**src/rtl/imem_loader_pkg.sv**
```systemverilog
// Shared definitions for the boot-time instruction-memory loader.
package imem_loader_pkg;

    localparam int LEN_BYTES  = 4;
    localparam int WORD_BYTES = 4;

    typedef enum logic [2:0] {
        ST_IDLE  = 3'd0,
        ST_LEN   = 3'd1,
        ST_DATA  = 3'd2,
        ST_WRITE = 3'd3,
        ST_CHK   = 3'd4,
        ST_DONE  = 3'd5,
        ST_ERR   = 3'd6
    } state_t;

    function automatic logic accepts_bytes(input state_t s);
        return (s == ST_LEN) || (s == ST_DATA) || (s == ST_CHK);
    endfunction

endpackage

```
**src/rtl/loader_word_pack.sv**
```systemverilog
// Packs stream bytes little-endian into a word and keeps the running XOR checksum.
module loader_word_pack
    import imem_loader_pkg::*;
#(
    parameter int WIDTH = 32
) (
    input  logic             clk,
    input  logic             reset,
    input  logic             clear,
    input  logic             byte_en,
    input  logic [7:0]       byte_data,
    output logic [WIDTH-1:0] word,
    output logic             word_full,
    output logic [7:0]       chk
);

    logic [1:0]       r_lane;
    logic [WIDTH-1:0] r_word;
    logic [7:0]       r_chk;

    // Lane counter, shift-in assembly register and checksum accumulator.
    always_ff @(posedge clk or negedge reset) begin
        if (!reset) begin
            r_lane <= 2'd0;
            r_word <= {WIDTH{1'b0}};
            r_chk  <= 8'd0;
        end else if (clear) begin
            r_lane <= 2'd0;
            r_word <= {WIDTH{1'b0}};
            r_chk  <= 8'd0;
        end else if (byte_en) begin
            r_lane <= r_lane + 2'd1;
            // Shifting in from the top leaves the first byte in bits 7:0.
            r_word <= {byte_data, r_word[WIDTH-1:8]};
            r_chk  <= r_chk ^ byte_data;
        end
    end

    assign word      = r_word;
    assign word_full = byte_en && (r_lane == 2'(WORD_BYTES - 1));
    assign chk       = r_chk;

endmodule

```
**src/rtl/imem_loader.sv**
```systemverilog
// Streams a length-prefixed, checksummed image into instruction memory and releases the core.
module imem_loader
    import imem_loader_pkg::*;
#(
    parameter int               WIDTH     = 32,
    parameter logic [WIDTH-1:0] BASE_ADDR = 32'h0000_0000,
    parameter int               MAX_WORDS = 256
) (
    input  logic             clk,
    input  logic             reset,
    input  logic             start,
    input  logic             byte_valid,
    input  logic [7:0]       byte_data,
    output logic             byte_ready,
    output logic             mem_we,
    output logic [WIDTH-1:0] mem_addr,
    output logic [WIDTH-1:0] mem_wdata,
    output logic             core_reset_n,
    output logic             done,
    output logic             error
);

    localparam logic [WIDTH-1:0] MAX_W = WIDTH'(MAX_WORDS);

    state_t           r_state;
    state_t           w_next;
    logic [1:0]       r_len_cnt;
    logic [WIDTH-1:0] r_len;
    logic [WIDTH-1:0] r_idx;
    logic             r_byte_ready;
    logic             r_mem_we;
    logic [WIDTH-1:0] r_mem_addr;
    logic             r_done;
    logic             r_error;
    logic             r_core_reset_n;

    logic             w_fire;
    logic             w_start_ok;
    logic [WIDTH-1:0] w_len_next;
    logic             w_len_last;
    logic             w_len_bad;
    logic             w_word_full;
    logic [7:0]       w_chk;
    logic [WIDTH-1:0] w_word;

    assign w_fire     = byte_valid && r_byte_ready;
    assign w_start_ok = start && ((r_state == ST_IDLE) || (r_state == ST_DONE) || (r_state == ST_ERR));
    assign w_len_next = {byte_data, r_len[WIDTH-1:8]};
    assign w_len_last = w_fire && (r_state == ST_LEN) && (r_len_cnt == 2'(LEN_BYTES - 1));
    assign w_len_bad  = (w_len_next == {WIDTH{1'b0}}) || (w_len_next > MAX_W);

    loader_word_pack #(.WIDTH(WIDTH)) u_pack (
        .clk       (clk),
        .reset     (reset),
        .clear     (w_start_ok),
        .byte_en   (w_fire && (r_state == ST_DATA)),
        .byte_data (byte_data),
        .word      (w_word),
        .word_full (w_word_full),
        .chk       (w_chk)
    );

    // State register.
    always_ff @(posedge clk or negedge reset) begin
        if (!reset) begin
            r_state <= ST_IDLE;
        end else begin
            r_state <= w_next;
        end
    end

    // Next-state decode.
    always_comb begin
        w_next = r_state;
        case (r_state)
            ST_IDLE: begin
                if (start) w_next = ST_LEN;
                else       w_next = ST_IDLE;
            end
            ST_LEN: begin
                if (w_len_last) w_next = w_len_bad ? ST_ERR : ST_DATA;
                else            w_next = ST_LEN;
            end
            ST_DATA: begin
                if (w_word_full) w_next = ST_WRITE;
                else             w_next = ST_DATA;
            end
            ST_WRITE: begin
                if ((r_idx + WIDTH'(1)) == r_len) w_next = ST_CHK;
                else                              w_next = ST_DATA;
            end
            ST_CHK: begin
                if (w_fire) w_next = (byte_data == w_chk) ? ST_DONE : ST_ERR;
                else        w_next = ST_CHK;
            end
            ST_DONE, ST_ERR: begin
                if (start) w_next = ST_LEN;
                else       w_next = r_state;
            end
            default: w_next = ST_IDLE;
        endcase
    end

    // Length capture and word index.
    always_ff @(posedge clk or negedge reset) begin
        if (!reset) begin
            r_len_cnt <= 2'd0;
            r_len     <= {WIDTH{1'b0}};
            r_idx     <= {WIDTH{1'b0}};
        end else if (w_start_ok) begin
            r_len_cnt <= 2'd0;
            r_len     <= {WIDTH{1'b0}};
            r_idx     <= {WIDTH{1'b0}};
        end else begin
            if ((r_state == ST_LEN) && w_fire) begin
                r_len_cnt <= r_len_cnt + 2'd1;
                r_len     <= w_len_next;
            end
            if (r_state == ST_WRITE) begin
                r_idx <= r_idx + WIDTH'(1);
            end
        end
    end

    // Outputs are decoded from the next state so they change together with it.
    always_ff @(posedge clk or negedge reset) begin
        if (!reset) begin
            r_byte_ready   <= 1'b0;
            r_mem_we       <= 1'b0;
            r_mem_addr     <= BASE_ADDR;
            r_done         <= 1'b0;
            r_error        <= 1'b0;
            r_core_reset_n <= 1'b0;
        end else begin
            r_byte_ready   <= accepts_bytes(w_next);
            r_mem_we       <= (w_next == ST_WRITE);
            if (w_next == ST_WRITE) begin
                r_mem_addr <= BASE_ADDR + (r_idx << 2);
            end
            r_done         <= (w_next == ST_DONE);
            r_error        <= (w_next == ST_ERR);
            r_core_reset_n <= (w_next == ST_DONE);
        end
    end

    assign byte_ready   = r_byte_ready;
    assign mem_we       = r_mem_we;
    assign mem_addr     = r_mem_addr;
    assign mem_wdata    = w_word;
    assign core_reset_n = r_core_reset_n;
    assign done         = r_done;
    assign error        = r_error;

endmodule

```
**config.mk**
```make
export PLATFORM = sky130hd
export DESIGN_NAME = imem_loader
export DESIGN_NICKNAME = d
export VERILOG_FILES = /design/src/rtl/imem_loader_pkg.sv /design/src/rtl/loader_word_pack.sv /design/src/rtl/imem_loader.sv
export SDC_FILE = /design/constraint.sdc
export NUM_CORES = 1
export LEC_CHECK = 0
export CORE_MARGIN = 10
export CORE_UTILIZATION = 45
export CTS_BUF_LIST = sky130_fd_sc_hd__clkbuf_8
export DETAILED_ROUTE_END_ITERATION = 8
export GPL_TIMING_DRIVEN = 0
export HOLD_SLACK_MARGIN = 0.1
export PLACE_DENSITY = 0.68
export SLEW_MARGIN = 40
export SYNTH_ARGS = -nofsm -noshare
export SYNTH_HDL_FRONTEND = slang
export SYNTH_HIERARCHICAL = 1
export SYNTH_SLANG_ARGS = --single-unit
export TNS_END_PERCENT = 1
```
**constraint.sdc**
```tcl
create_clock -name clk -period 2.8 [get_ports clk]
set_clock_uncertainty 0.15 [all_clocks]
set_input_delay 0.84 -clock clk [delete_from_list [all_inputs] [get_ports clk]]
set_output_delay 0.84 -clock clk [all_outputs]
set_load 0.05 [all_outputs]
```
==> run metrics, run 1 <==
status=finished, violations left; violated checks=negative setup slack; asr flop ratio synth=1.00; CTS Buf Count=17; final worst slack=-0.0892 ns; Final ANT Viol Nets=0; cell mode on critical path=or4_4; final setup fails=2; DR DRC count=0; via count=6373; min-delay worst type=reg2reg; Worst path slowest cell=or4_4; Detailed Route WL=20700 um; post-route cell area=0.00955 mm2; largest net degree at the start of global routing=64; synthesized area per cell=9.73 um2; final antenna diode count=0; antenna violations before repair=0; commonest non-fill, non-tap cells in the layout=dfrtp_1 (138), nand2_1 (103), clkdlybuf4s50_1 (77); synthesized instance count=788; core area=0.0166 mm2; area of the mapped netlist=0.00766 mm2; Final period util=1.03; post-synthesis register bit count=145; grt total ovfl=0; root buffer cell=clkbuf_8; f_max=346 MHz; CP max stage delay=0.62 ns; peak supply drop=0.427 mV; Tmin final=2.89 ns; DP Cell Count=1089; CTS tree=built; Post-Layout Cell Count=1134; Top FF cell, synth=dfrtp_1; Sink Count=145; power density cells=701 mW/mm2; drt wl/cell=18.3 um; routability cong.=0.926; RSZ-0062 raised after global routing=true; Max Cap Viol=0; Synth cell types=63; multi-input logic area=0.00391 mm2; crit path max fanout=9; Initial Utilization=0.460; Worst Path Arrival=3.11 ns; Layout area overhead=24.7%; synth warn=6; Port-buffer cells=78; Final Hold Viols=0; FF+latch area=0.00364 mm2; Initial DRC Count=552; WS Path Type=reg2reg; DP Area=0.00882 mm2; first-pass GRT wire length=33900 um; CP endpoint kind=flip-flop; I/O pin count=81; H-tree lvl count=4; share of layout cells above drive strength 1=0.178; fin util=0.574; CP Buf/Inv Count=1; CTS clock-pin slew for the worst setup and hold paths=0.08 ns; commonest non-fill, non-tap cell in the layout=dfrtp_1; Seq/Total Area, Yosys=0.473; WHS=0.359 ns; DRT Pass-1 Iters=7; fin nets=916; Power, Total=6.70 mW; Post-synth EDFFs=0; hpwl dp=14900 um; delay-heaviest family, CP=simple AND/OR/NAND/NOR gates; relative slew slack=0.558; chip width=151 um; Via-to-Cell Ratio=5.62; worst-margin pin slew=0.663 ns; Pleak=4.11 nW; Worst-Skew Late Latency=0.46 ns; Max clock buf depth=2; total track usage=0.188; CP Data Required Time=3.02 ns; vias in the first global route=6241; worst path cell trace=buf_6 > nand4_4 > or4_4 > or4_4 > nand3_2 > nand2_2 > or4_4 > o31ai_4; die outline height=151 um; crit path launch type=flip-flop; Die Area=0.0227 mm2; row cnt=47; fillcell total=1440; Max Slew Vio Count=0
## layer usage
layer,vias to the layer above,global-route usage,wire (um)
met5,-,0,0
met3,29,0.0402,1190
met2,181,0.301,10100
li1,3006,-,-
met1,3157,0.251,9120
met4,0,0.0530,357
## power by group
part           switching (mW)  internal [mW]  total, mW  leakage [nW]
Clock                   0.856          0.800       1.66         0.202
Combinational            1.46          0.906       2.37          1.92
Sequential              0.319           2.36       2.68          1.99
Total                    2.64           4.06       6.70          4.11
## through the flow
stage | worst slack [ns] | TNS, ns
2_1_floorplan | -0.0380 | -0.800
3_3_place_gp | -5.70 | -842.91
3_5_place_dp | -1.12 | -83.55
4_1_cts | -0.177 | -0.424
5_1_grt | -0.169 | -2.22
6_report | -0.0892 | -0.128
## flip-flops by register name (all words and copies together), names as in the netlist, 2 cells and up
name and cells:
mem_addr 30, r_len 32, r_idx 32, r_state 3, u_pack/chk 8, r_len_cnt 2
u_pack/word 32, u_pack/r_lane 2
## timing repair
action	CTS	global route
endpoints found under the setup margin	88	61
setup buffers	16	4
gates resized for setup	36	28
hold buffers	1	0
pin swaps	7	5
endpoints found under the hold margin	34	0
## synth_stat cells (all sizes together), types with 3 or more instances
library cell	number	area, um2
a211oi	3	22.5
a21bo	8	80.1
a21oi	57	312
a31oi	3	18.8
and2	5	31.3
and3	8	50.1
and4	6	53.8
buf	21	140
clkbuf	40	151
dfrtp	145	3630
ha	3	37.5
inv	6	22.5
mux2	31	349
mux2i	33	330
nand2	105	397
nand2b	5	31.3
nand3	22	115
nand3b	10	75.1
nand4	17	128
nor2	65	244
nor3	19	95.1
nor3b	3	22.5
nor4	17	106
o211ai	3	22.5
o21ai	35	175
o22ai	3	18.8
o31ai	12	90.1
or3	4	25.0
or4	5	42.5
xnor2	46	403
xor2	23	201
## final timing paths
path	start	to	slack [ns]	cells past startpoint
hold / removal	mem_addr[14]	mem_addr[14]	0.36	1
setup / recovery	r_idx[12]	r_state[2]	-0.09	8
max in group asynchronous	reset	u_pack/chk[3]	1.19	3
hold reg to reg	mem_addr[14]	mem_addr[14]	0.36	1
min in group asynchronous	reset	mem_addr[30]	0.69	2
setup reg to reg	r_idx[12]	r_state[2]	-0.09	8
## kinds of logic (layout without fill, tap and decap cells)
| kind of cell | count (synthesis) | in the layout | synth area share |
|---|---|---|---|
| AOI/OAI and AO/OA | 141 | 141 | 0.116 |
| xor gates and xnor gates | 71 | 71 | 0.0851 |
| adders and majority gates | 3 | 3 | 0.00490 |
| buffers and inverters | 67 | 192 | 0.0410 |
| DFF | 145 | 145 | 0.473 |
| muxes | 64 | 64 | 0.0887 |
| other | 1 | 2 | 0.000489 |
| and+or+nand+nor | 296 | 296 | 0.191 |
## cell type report
class / instances / share of cell area
buffer: 53 / 0.0331
inverter: 6 / 0.00236
multi-input combinational: 577 / 0.409
clock buffer: 17 / 0.0245
timing repair buffer: 101 / 0.105
sequential: 145 / 0.381
tap: 220 / 0.0288
clock inverter: 15 / 0.0168
Power figures use the tool's default switching activity.
==> inputs of run 2 (changes only) <==
--- a/config.mk
+++ b/config.mk
@@ -5,13 +5,16 @@
 export SDC_FILE = /design/constraint.sdc
 export NUM_CORES = 1
 export LEC_CHECK = 0
+export CELL_PAD_IN_SITES_DETAIL_PLACEMENT = 1
+export CELL_PAD_IN_SITES_GLOBAL_PLACEMENT = 1
 export CORE_MARGIN = 10
-export CORE_UTILIZATION = 45
+export CORE_UTILIZATION = 41
 export CTS_BUF_LIST = sky130_fd_sc_hd__clkbuf_8
 export DETAILED_ROUTE_END_ITERATION = 8
 export GPL_TIMING_DRIVEN = 0
 export HOLD_SLACK_MARGIN = 0.1
-export PLACE_DENSITY = 0.68
+export PLACE_DENSITY_LB_ADDON = 0.1
+export SETUP_SLACK_MARGIN = 0.02
 export SLEW_MARGIN = 40
 export SYNTH_ARGS = -nofsm -noshare
 export SYNTH_HDL_FRONTEND = slang
==> run metrics, run 2 (synthesis results as in run 1) <==
status=finished, violations left; violated checks=negative setup slack; first-pass GRT wire length=40500 um; CP Buf/Inv Count=0; root buffer cell=clkbuf_8; Max Slew Vio Count=0; share of layout cells above drive strength 1=0.200; chip width=157 um; Sink Count=145; Top Usage Layer GRT=met2; Clk pwr share=0.253; core area=0.0181 mm2; power density cells=719 mW/mm2; Final ANT Viol Nets=0; CTS clock-pin slew for the worst setup and hold paths=0.08 ns; RSZ-0062 raised after global routing=true; CP Data Required Time=3.02 ns; Min-Delay Path Depth=1; Die Area=0.0246 mm2; Post-Layout Cell Count=1143; fin nets=916; worst path cell trace=nand4_1 > or4_4 > or4_4 > nand3_2 > nand2_2 > or4_4 > o31ai_4; WS Path Type=reg2reg; crit path launch type=flip-flop; final worst slack=-0.0354 ns; final setup fails=1; worst-margin pin slew=0.696 ns; f_max=353 MHz; CP endpoint kind=flip-flop; peak supply drop=0.381 mV; Final period util=1.01; CP max stage delay=0.60 ns; Max Cap Viol=0; hpwl dp=18000 um; Layout area overhead=26.6%; Initial DRC Count=291; antenna violations before repair=0; commonest non-fill, non-tap cells in the layout=dfrtp_1 (130), nand2_1 (103), clkdlybuf4s50_1 (74); Max clock buf depth=2; vias in the first global route=7023; Final Hold Viols=0; global-route met3 utilization=0.0524; DP Cell Count=1098; grt met1 use=0.261; Tmin final=2.84 ns; DRT Pass-1 Iters=5; grt total ovfl=0; cell mode on critical path=or4_4; pre-CTS WS=-1.18 ns; Internal=4.11 mW; M2 GR Usage=0.349; Port-buffer cells=78; I/O pin count=81; Hold Path End=mem_addr[17]; CTS tree=built; Net Sw Power=2.86 mW; Worst Path Arrival=3.06 ns; reg2reg path depth=7; DR DRC count=0; crit path max fanout=6; relative slew slack=0.536; reg2reg start=r_idx[18]; Worst-Skew Late Latency=0.48 ns; routability cong.=0.886; min-delay worst type=reg2reg; Detailed Route WL=25300 um; part of the power in registers=0.391; logic gate share of total power=0.356; Worst path depth=7; fin util=0.535; row cnt=49; Worst path slowest cell=or4_4; Pleak=4.19 nW; drt wl/cell=22.2 um; post-route cell area=0.00970 mm2; final antenna diode count=0; Hold Path Origin=mem_addr[17]; H-tree lvl count=4; delay-heaviest family, CP=simple AND/OR/NAND/NOR gates; DP Area=0.00884 mm2; Switching Fraction=0.410; Via-to-Cell Ratio=5.75; via count=6568; die outline height=157 um; Initial Utilization=0.422; CTS Buf Count=17; largest net degree at the start of global routing=52; WHS=0.362 ns; commonest non-fill, non-tap cell in the layout=dfrtp_1; reg-to-reg setup timing slack=-0.04 ns; FF-to-FF End=r_state[2]; total track usage=0.210
-- run 2: cell types whose count changed in the layout (fill, tap and decap cells not counted), sizes merged --
cell,before,now
inv,10,14
buf,44,49
clkinv,8,3
clkinvlp,1,2
dlymetal6s2s,0,3
clkbuf,49,44
clkdlybuf4s50,77,74
-- run 2: worst max path at each step --
stage / start / to / slack [ns]
2_1_floorplan: byte_valid / mem_addr[10] / -0.04
3_3_place_gp: reset / r_idx[14] / -5.59
3_5_place_dp: byte_valid / mem_addr[15] / -1.18
4_1_cts: r_idx[16] / r_state[2] / -0.17
5_1_grt: r_idx[0] / r_state[2] / -0.13
6_report: r_idx[18] / r_state[2] / -0.04
-- run 2: final cells by class --
| type | count | area, um2 |
|---|---|---|
| fillers | 2025 | 8450 |
| flip-flops and latches | 145 | 3650 |
| multi-input cells | 577 | 3960 |
| repair buffers | 106 | 1060 |
| well taps | 229 | 287 |
| plain buffers | 48 | 319 |
| inverters | 6 | 22.5 |
| clock inverters | 15 | 174 |
| clock buffers | 17 | 234 |
-- run 2: metal layers --
layer,vias to the layer above,wire [um],part of all wire
met5,-,0,0
met4,0,697,0.028
met3,44,1320,0.052
met2,162,12300,0.49
met1,3372,11000,0.43
li1,2990,-,-
-- run 2: power groups by stage --
stage	logic, mW	registers, mW	clock network (mW)
6_report	2.49	2.73	1.76
5_1_grt	2.72	2.77	1.89
4_1_cts	2.45	2.71	1.80
3_5_place_dp	2.37	2.73	0
3_3_place_gp	2.28	2.71	0
2_1_floorplan	1.45	2.79	0
-- run 2: repair_timing --
| action | CTS | global route |
|---|---|---|
| buffers inserted | 15 | 10 |
| pin swaps | 10 | 9 |
| hold buffers | 1 | 0 |
| gates resized for setup | 44 | 45 |
| endpoints found under the hold margin | 4 | 0 |
| setup endpoints to repair | 92 | 78 |
-- run 2: through the flow --
step | total power, mW | setup TNS, ns
floorplan | 4.24 | -0.800
global placement | 4.99 | -830.56
detailed placement | 5.10 | -91.21
CTS | 6.96 | -0.328
global route | 7.38 | -1.89
finish | 6.98 | -0.0354
-- run 2: worst reg2reg max path: cells and delay by family (launching register included) --
family / cells / cell delay (ns)
simple gates: 6 / 1.96
compound gates: 1 / 0.20
flops: 1 / 0.44
